===== src/rtl/if_rf_reg.sv =====
// IF->RF pipeline register with flush, downstream stall and load-use bubble insertion.
// Optional macro HAZARD_DETECT_EN enables load-use hazard detection and the bubble counter.
module if_rf_reg #(
  parameter int BCNT_W = 16
) (
  input  logic         clk,
  input  logic         reset,
  input  logic         validIn,
  input  logic [12:0]  ctrlIn,
  input  logic [4:0]   RnIn,
  input  logic [4:0]   RmIn,
  input  logic [4:0]   RdIn,
  input  logic [90:0]  fieldsIn,
  input  logic [63:0]  PCIn,
  input  logic         flush,
  input  logic         stallDown,
  output logic         validOut,
  output logic [12:0]  ctrlOut,
  output logic [4:0]   RnOut,
  output logic [4:0]   RmOut,
  output logic [4:0]   RdOut,
  output logic [90:0]  fieldsOut,
  output logic [63:0]  PCOut,
  output logic         holdIF,
  output logic [15:0]  bubbleCount
);

  localparam int         CTRL_REG2LOC  = 12;
  localparam int         CTRL_REGWRITE = 11;
  localparam int         CTRL_LOAD     = 2;
  localparam logic [4:0] XZR           = 5'd31;

  logic              r_vld_p1;
  logic [12:0]       r_ctrl_p1;
  logic [4:0]        r_rn_p1;
  logic [4:0]        r_rm_p1;
  logic [4:0]        r_rd_p1;
  logic [90:0]       r_fields_p1;
  logic [63:0]       r_pc_p1;
  logic [BCNT_W-1:0] r_bcnt;
  logic              w_haz;
  logic [15:0]       w_bcnt_ext;

  function automatic logic [BCNT_W-1:0] sat_inc(input logic [BCNT_W-1:0] x);
    return (&x) ? x : x + 1'b1;
  endfunction

`ifdef HAZARD_DETECT_EN
  logic [4:0] w_src2;
  assign w_src2 = ctrlIn[CTRL_REG2LOC] ? RmIn : RdIn;
  // The RF instruction is a load writing a real register that the IF instruction reads.
  assign w_haz  = validIn & r_vld_p1 & r_ctrl_p1[CTRL_LOAD] & r_ctrl_p1[CTRL_REGWRITE]
                & (r_rd_p1 != XZR) & ((RnIn == r_rd_p1) | (w_src2 == r_rd_p1));
`else
  assign w_haz  = 1'b0;
`endif

  assign holdIF = ~reset & (stallDown | (w_haz & ~flush));

  // Stage p1: RF-stage copy of the IF instruction
  always_ff @(posedge clk) begin
    if (reset) begin
      r_vld_p1    <= 1'b0;
      r_ctrl_p1   <= '0;
      r_rn_p1     <= '0;
      r_rm_p1     <= '0;
      r_rd_p1     <= '0;
      r_fields_p1 <= '0;
      r_pc_p1     <= '0;
      r_bcnt      <= '0;
    end else if (flush) begin
      r_vld_p1  <= 1'b0;
      r_ctrl_p1 <= '0;
    end else if (stallDown) begin
      r_vld_p1  <= r_vld_p1;
    end else if (w_haz) begin
      // Bubble: the IF instruction stays frozen upstream and loads next edge.
      r_vld_p1  <= 1'b0;
      r_ctrl_p1 <= '0;
      r_bcnt    <= sat_inc(r_bcnt);
    end else begin
      r_vld_p1    <= validIn;
      r_ctrl_p1   <= validIn ? ctrlIn : '0;
      r_rn_p1     <= RnIn;
      r_rm_p1     <= RmIn;
      r_rd_p1     <= RdIn;
      r_fields_p1 <= fieldsIn;
      r_pc_p1     <= PCIn;
    end
  end

  always_comb begin
    w_bcnt_ext               = '0;
    w_bcnt_ext[BCNT_W-1:0]   = r_bcnt;
  end

  assign validOut    = r_vld_p1;
  assign ctrlOut     = r_ctrl_p1;
  assign RnOut       = r_rn_p1;
  assign RmOut       = r_rm_p1;
  assign RdOut       = r_rd_p1;
  assign fieldsOut   = r_fields_p1;
  assign PCOut       = r_pc_p1;
  assign bubbleCount = w_bcnt_ext;

endmodule


===== config.mk =====
export PLATFORM = sky130hd
export DESIGN_NAME = if_rf_reg
export DESIGN_NICKNAME = d
export VERILOG_FILES = /design/src/rtl/if_rf_reg.sv
export SDC_FILE = /design/constraint.sdc
export NUM_CORES = 1
export LEC_CHECK = 0
export CAP_MARGIN = 0
export CORE_ASPECT_RATIO = 0.5
export CORE_MARGIN = 1
export CORE_UTILIZATION = 40
export CTS_CLUSTER_SIZE = 10
export DETAILED_ROUTE_END_ITERATION = 8
export GPL_ROUTABILITY_DRIVEN = 0
export GPL_TIMING_DRIVEN = 0
export PLACE_DENSITY = 0.8
export SYNTH_ARGS = -nofsm -noshare
export SYNTH_HDL_FRONTEND = slang
export SYNTH_SLANG_ARGS = --single-unit

===== constraint.sdc =====
create_clock -name clk -period 1.7 [get_ports clk]
set_input_delay 0.255 -clock clk [delete_from_list [all_inputs] [get_ports clk]]
set_output_delay 0.255 -clock clk [all_outputs]
set_load 0.005 [all_outputs]

# After elaboration in Yosys (flattened, before gate mapping)

Index checks and enable logic that the tools add are counted.

Logic and storage cells: 14
Input bits: 188
Register bits: 184

Muxes and demuxes: 1
Bitwise logic cells: 4
Reduce and logical (&&, ||, !) cells: 2

Operators by type and width:

| operator            | count |
|---|---|
| 13-bit 2-to-1 mux   | 1 |
| 1-bit inverter      | 3 |
| 2-bit AND reduction | 1 |
| 2-bit OR reduction  | 1 |
| 1-bit bitwise AND   | 1 |

# Depth between registers and ports, before layout

Gate-level depths: netlist of the first run.

Depth after elaboration: 2
Depth in mapped cells: 6
Depth with buffers taken out: 2

# Worst setup path after synthesis of the first run

OpenSTA, ideal clock, no wires.

Path type: input -> register
From: in stallDown
To: reg r_rd_p1[0], in the netlist RdOut[0]
Data required time: 1.630 ns
Path slack: 0.425 ns
Arrival: 1.204 ns
Stages: 6
Path buffers: 4
Cell sequence: buf_6 -> buf_6 -> buf_8 -> buf_6 -> or3b_1 -> a21oi_1

Longest elaborated chain between the ends: 2

RTL lines:

| what                          | RTL line | source |
|---|---|---|
| start: declaration            | 16       | `input logic stallDown,` |
| 1-bit inverter (no line)      | -        |  |
| 2-bit AND reduction (no line) | -        |  |
| end signal: assignment        | 86       | `r_rd_p1 <= RdIn;` |
| end: declaration              | 37       | `logic [4:0] r_rd_p1;` |

No other way between the ends.
A chain may end at the register's enable or synchronous reset.

# Worst setup path in the final report of the first run

From: reg r_rn_p1[1], in the netlist RnOut[1]
To: out RnOut[1]

RTL lines:

| what                     | RTL line | source |
|---|---|---|
| start: declaration       | 35       | `logic [4:0] r_rn_p1;` |
| start signal: assignment | 84       | `r_rn_p1 <= RnIn;` |
| end: declaration         | 19       | `output logic [4:0] RnOut,` |

No word-level cell between the ends.

==> results.md, run 1 <==
- Final Skew: 0 ps
- Setup crit end kind: output pin
- Via count of the first global-routing pass: 7590
- Slowest CP cell: clkdlybuf4s50_1
- Final WL: 27000 um
- Clock Pin Slew Worst Setup and Hold Paths: 70 ps
- Setup ws final: 93.7 ps
- Largest net degree at the start of global routing: 29
- YS warnings: 0
- Global-route wire length before repair: 40600 um
- Post-Route Utilization: 0.668
- Critical Path Source Type: flip-flop
- CTS tree: done
- Final Setup Violations: 0
- H-tree lvl count: 4
- Hold buffer count at cts: 0
- Cell area after layout: 12500 um^2
- Worst path depth: 1
- Psw: 2.49 mW
- Clock power share: 0.418
- Design Power: 10.7 mW
- First-pass DRT Iterations: 5
- Reg2Reg Depth: 2
- Buf+Inv Stages, Crit Path: 1
- Layout cell share with drive strength beyond 1: 0.0552
- PortBufs: 369
- Initial antenna violation count: 0
- Clk Latency, worst-skew pair: 400 ps
- Std cell rows: 35
- Die height: 100 um
- Global-route met2 utilization: 0.452
- Setup bufs post-CTS: 0
- Post-CTS sizing: 4
- Status: completed
- P_int: 8.19 mW
- Setup Slack @ Placement: -590 ps
- Final slew viol count: 0
- Sw Ratio: 0.233
- Pleak: 4.36 nW
- Crit Path Class: reg -> out
- Clock buffer count from CTS: 17
- Starting Density: 0.414
- Hold Path Cell Cnt: 4
- Via density per instance: 5.13
- Minimum clock period: 1610 ps
- GRT busiest layer: met2
- Die area: 19900 um^2
- Comb power frac: 0.152
- Hold crit path type: in -> reg
- DRT iter0 DRCs: 419
- CP max FO: 2
- Crit path DAT: 1350 ps
- Root Buffer: clkbuf_16
- Max incr delay on CP: 550 ps
- I/O pin count: 389
- Global route total overflow: 0
- Vias: 7846
- Total GRT Usage: 0.263
- Reg2Reg Setup Slack: 970 ps
- Seq/Total Area, Yosys: 0.477
- Fill count: 1538
- Antenna Cells: 0
- CP Cell Sequence: clkdlybuf4s50_1
- Period utilization: 0.945
- Nets: 1444
- Top Family by Delay on Critical Path: buffers and inverters
- Routed wire per std cell: 17.7 um
- Power Density: 857 nW/um^2
- Area grow syn2layout: 61.5%
- Met1 Use GR: 0.319
- Die X-Extent: 198 um
- Post-Synthesis Cell Area: 7720 um^2
- Max rail drop VDD: 0.000679 V
- Fin. Hold Viols: 0
- Synthesized instance count: 855
- CTS Sinks: 184
- Dpl cell area: 11800 um^2
- CTS Buffer Depth: 2
- Max-Cap Viols: 0
- Syn Area/Cell: 9.03 um^2
- Antenna Nets Post-Route: 0
- Critical path data required time: 1440 ps
- Register share of total power: 0.431
- RSZ-0062 raised after global routing: no
- Met3 Usage GRT: 0.0528
- DR DRC count: 0
- Synth unique cells: 16
- Worst hold slack: 328 ps
- Core Region: 18700 um^2
- Register bit count reported by yosys: 184
- DPL Wire Length: 20300 um
- Fmax: 623 MHz
[synth_stat cells]
cell        n  share of area
a21oi_1   183           0.12
buf_2       9         0.0058
buf_4      16          0.016
buf_6      11          0.016
buf_8       1         0.0019
clkbuf_1   80          0.039
conb_1      1        0.00049
dfxtp_1   184           0.48
mux2i_1     1         0.0013
nand2_1    13         0.0063
nand3b_1   13          0.013
nor2_1      1        0.00049
nor2b_1     1        0.00081
o21ai_0   170           0.11
or2_2       1        0.00081
or3b_1    170           0.19
[worst paths after layout]
kind,startpoint,endpoint
max,RnOut[1]$_SDFFE_PP0P_,RnOut[1]
max reg2reg,PCOut[58]$_SDFFE_PP0P_,PCOut[58]$_SDFFE_PP0P_
min,stallDown,ctrlOut[7]$_SDFFE_PP0N_
min reg2reg,ctrlOut[8]$_SDFFE_PP0N_,ctrlOut[8]$_SDFFE_PP0N_
[power groups by stage]
stage          sequential (mW)  combinational (mW)  clock [mW]
6_report                  4.60                1.62        4.46
5_1_grt                   4.62                1.75        4.72
4_1_cts                   4.59                1.62        4.55
3_5_place_dp              4.69                1.61           0
2_1_floorplan             4.70               0.592           0
3_3_place_gp              4.69                1.58           0
[area by class of cell]
| cell class | instances | area [um^2] | area share |
|---|---|---|---|
| Tap cell | 259 | 324 | 0.0260 |
| Multi-Input combinational cell | 569 | 3490 | 0.280 |
| Clock buffer | 20 | 457 | 0.0366 |
| Clock inverter | 12 | 211 | 0.0170 |
| Sequential cell | 184 | 3680 | 0.296 |
| Timing Repair Buffer | 369 | 3690 | 0.296 |
| Buffer | 115 | 607 | 0.0487 |
[layer usage]
layer / part of all wire / up-vias
met5: 0 / -
met4: 0.034 / 0
met3: 0.046 / 63
met2: 0.50 / 243
met1: 0.42 / 3693
li1: - / 3847
[logic make-up after synthesis]
| kind of cell | after synthesis | share of synthesized area |
|---|---|---|
| flops | 184 | 0.477 |
| simple gates | 199 | 0.214 |
| mux | 1 | 0.00130 |
| other cells | 1 | 0.000486 |
| compound gates | 353 | 0.229 |
| buf+inv | 117 | 0.0783 |
[stage by stage]
stage	TNS (ps)	cells
after floorplan	0	870
after global placement	-32680	1498
after detailed placement	-35040	1498
after CTS	0	1528
after global routing	0	1528
final	0	1528
[layout by cell type (no fill, tap or decap), types with 13 or more instances in the layout]
cell type	instances
buf_4	16
clkdlybuf4s50_1	369
dfxtp_1	184
o21ai_0	170
clkbuf_1	78
nand3b_1	13
nand2_1	13
or3b_1	170
clkbuf_16	17
conb_1	16
a21oi_1	183
[flip-flops by register name, summed over array words and instances, names as in the netlist]
name	flops
RdOut	5
RnOut	5
validOut	1
ctrlOut	13
PCOut	64
RmOut	5
fieldsOut	91
(Power assumes the default switching activity.)
==> run 2, diff against run 1 <==
--- a/config.mk
+++ b/config.mk
@@ -5,6 +5,7 @@
 export SDC_FILE = /design/constraint.sdc
 export NUM_CORES = 1
 export LEC_CHECK = 0
+export ABC_AREA = 1
 export CAP_MARGIN = 0
 export CORE_ASPECT_RATIO = 0.5
 export CORE_MARGIN = 1
==> results.md, run 2 <==
- PortBufs: 371
- Clock Pin Slew Worst Setup and Hold Paths: 60 ps
- Antenna Nets Post-Route: 0
- Via density per instance: 4.27
- Clk Latency, worst-skew pair: 400 ps
- Initial antenna violation count: 0
- Max reg flops: 91
- Mux cell area share after synthesis: 0
- First-pass DRT Iterations: 5
- Routed wire per std cell: 12.8 um
- Cell area after layout: 12400 um^2
- Core Region: 18600 um^2
- DPL Wire Length: 18500 um
- Dpl cell area: 11700 um^2
- Hold Path Cell Cnt: 3
- Final WL: 23600 um
- Power Density: 881 nW/um^2
- Syn Area/Cell: 6.60 um^2
- Area contributors post-synth: dfxtp_1, nand2_1, nor2_1
- Fill count: 1636
- Most common cell in the netlist: nand2_1
- Starting Density: 0.412
- CP max FO: 3
- Post-synth ARST share: 0
- Hold crit path type: in -> reg
- Clock buffer count from CTS: 17
- Global route total overflow: 0
- Total GRT Usage: 0.235
- Max-Cap Viols: 0
- CTS Buffer Depth: 2
- Post-synthesis compound-gate area fraction: 0.00916
- I/O pin count: 389
- Reg2Reg Depth: 2
- Post-CTS sizing: 0
- Die area: 19700 um^2
- Seq/Total Area, Yosys: 0.481
- Synth unique cells: 15
- Fin. Hold Viols: 0
- Predominant post-synthesis flop cell: dfxtp_1
- Final Skew: 0 ps
- DR DRC count: 0
- Setup crit end kind: output pin
- Antenna Cells: 0
- Synth cell count leaders: nand2_1, nor2_1, dfxtp_1
- Via count of the first global-routing pass: 7544
- DRT iter0 DRCs: 237
- Crit Path Class: in -> out
- Critical Path Source Type: input pin
- YS warnings: 0
- Most common library cell in the layout ignoring fill and taps: clkdlybuf4s50_1
- Final slew viol count: 0
- Nets: 1751
- Setup bufs post-CTS: 0
- Max rail drop VDD: 0.000784 V
- CTS Sinks: 184
- Critical path data required time: 1440 ps
- Status: completed
- Area grow syn2layout: 61.7%
- Global-route wire length before repair: 36600 um
- Die X-Extent: 198 um
- Period utilization: 0.954
- Fmax: 617 MHz
- H-tree lvl count: 4
- Most frequent cells in the layout: clkdlybuf4s50_1, nand2_1, nor2_1, dfxtp_1, inv_1
- Post-synth EDFFs: 0
- Xor/xnor share of the synthesized area: 0
- Minimum clock period: 1620 ps
- Fin Setup TNS: 0 ps
- Register bit count reported by yosys: 184
- Synthesized instance count: 1159
- Pleak: 5.96 nW
- Main combinational cell family by area after synthesis: simple AND/OR/NAND/NOR gates
- Std cell rows: 35
- Simple-Gate Fraction of Synth Area: 0.353
- Post-Synthesis Cell Area: 7650 um^2
- Layout cell share with drive strength beyond 1: 0.0641
- Die height: 99.8 um
- Crit path DAT: 1370 ps
- CTS tree: done
- RSZ-0062 raised after global routing: no
- Final Setup Violations: 0
- Vias: 7839
- Area leader, netlist: dfxtp_1
- Adder-cell share of the synthesized area: 0
- Hold buffer count at cts: 0
- Root Buffer: clkbuf_16
- Largest net degree at the start of global routing: 17
- Top cell type's share of synthesized area: 0.481
==> run 2: cell types whose count changed in the layout (fill, tap and decap cells not counted), sizes merged, moves of 75 or more <==
cell and change:
o21ai -170, clkbuf -75, or3b -170, nor2 +341
a21oi -169, inv +174, nand2 +342
==> run 2: cell type report <==
type | count | area, um^2 | share of cell area
Inverter | 172 | 646 | 0.0522
Clock buffer | 20 | 467 | 0.0377
Timing Repair Buffer | 371 | 3710 | 0.300
Sequential cell | 184 | 3680 | 0.298
Clock inverter | 12 | 163 | 0.0131
Multi-Input combinational cell | 741 | 2830 | 0.229
Buffer | 76 | 541 | 0.0437
Tap cell | 259 | 324 | 0.0262
==> run 2: cell families (layout without fill, tap and decap cells) <==
family	after synthesis	count (layout)
compound gates	14	14
buf+inv	249	651
flops	184	184
other cells	1	16
simple gates	711	711
==> run 2: stage by stage <==
stage	std cells	power (mW)	hold WS, ps	utilization	worst slack (ps)
floorplan	1174	5.59	413	-	620
global placement	1804	6.72	444	0.633	-387
detailed placement	1804	6.78	455	0.633	-408
CTS	1836	11.0	150	0.666	18.3
global route	1835	11.4	153	0.666	38.3
finish	1835	10.9	166	0.666	78.0
==> run 2: routing by layer <==
layer  share of wire  track usage  up-vias  wire length [um]
li1                -            -     4082                 -
met1            0.42        0.266     3537              9830
met2            0.51        0.438      190             12100
met3           0.051       0.0548       30              1200
met4           0.020       0.0781        0               469
met5               0            0        -                 0
==> run 2: worst max-delay path: stages <==
cell	delay [ps]
clkdlybuf4s50_1	470
nor2_1	130
clkdlybuf4s50_1	510
==> run 2: path summary, 6_finish.rpt <==
path,from,endpoint,slack [ps]
setup reg to reg,ctrlOut[0]$_SDFFE_PP0N_,ctrlOut[0]$_SDFFE_PP0N_,1020
hold / removal,stallDown,ctrlOut[6]$_SDFFE_PP0N_,170
setup / recovery,reset,holdIF,80
hold reg to reg,validOut$_SDFFE_PP0N_,validOut$_SDFFE_PP0N_,460
==> run 2: report_power, final <==
part	switching, mW	internal (mW)	total, mW	leakage [nW]
registers	0.145	4.58	4.73	1.52
clock network	1.76	2.46	4.23	0.304
logic	0.791	1.15	1.95	4.14
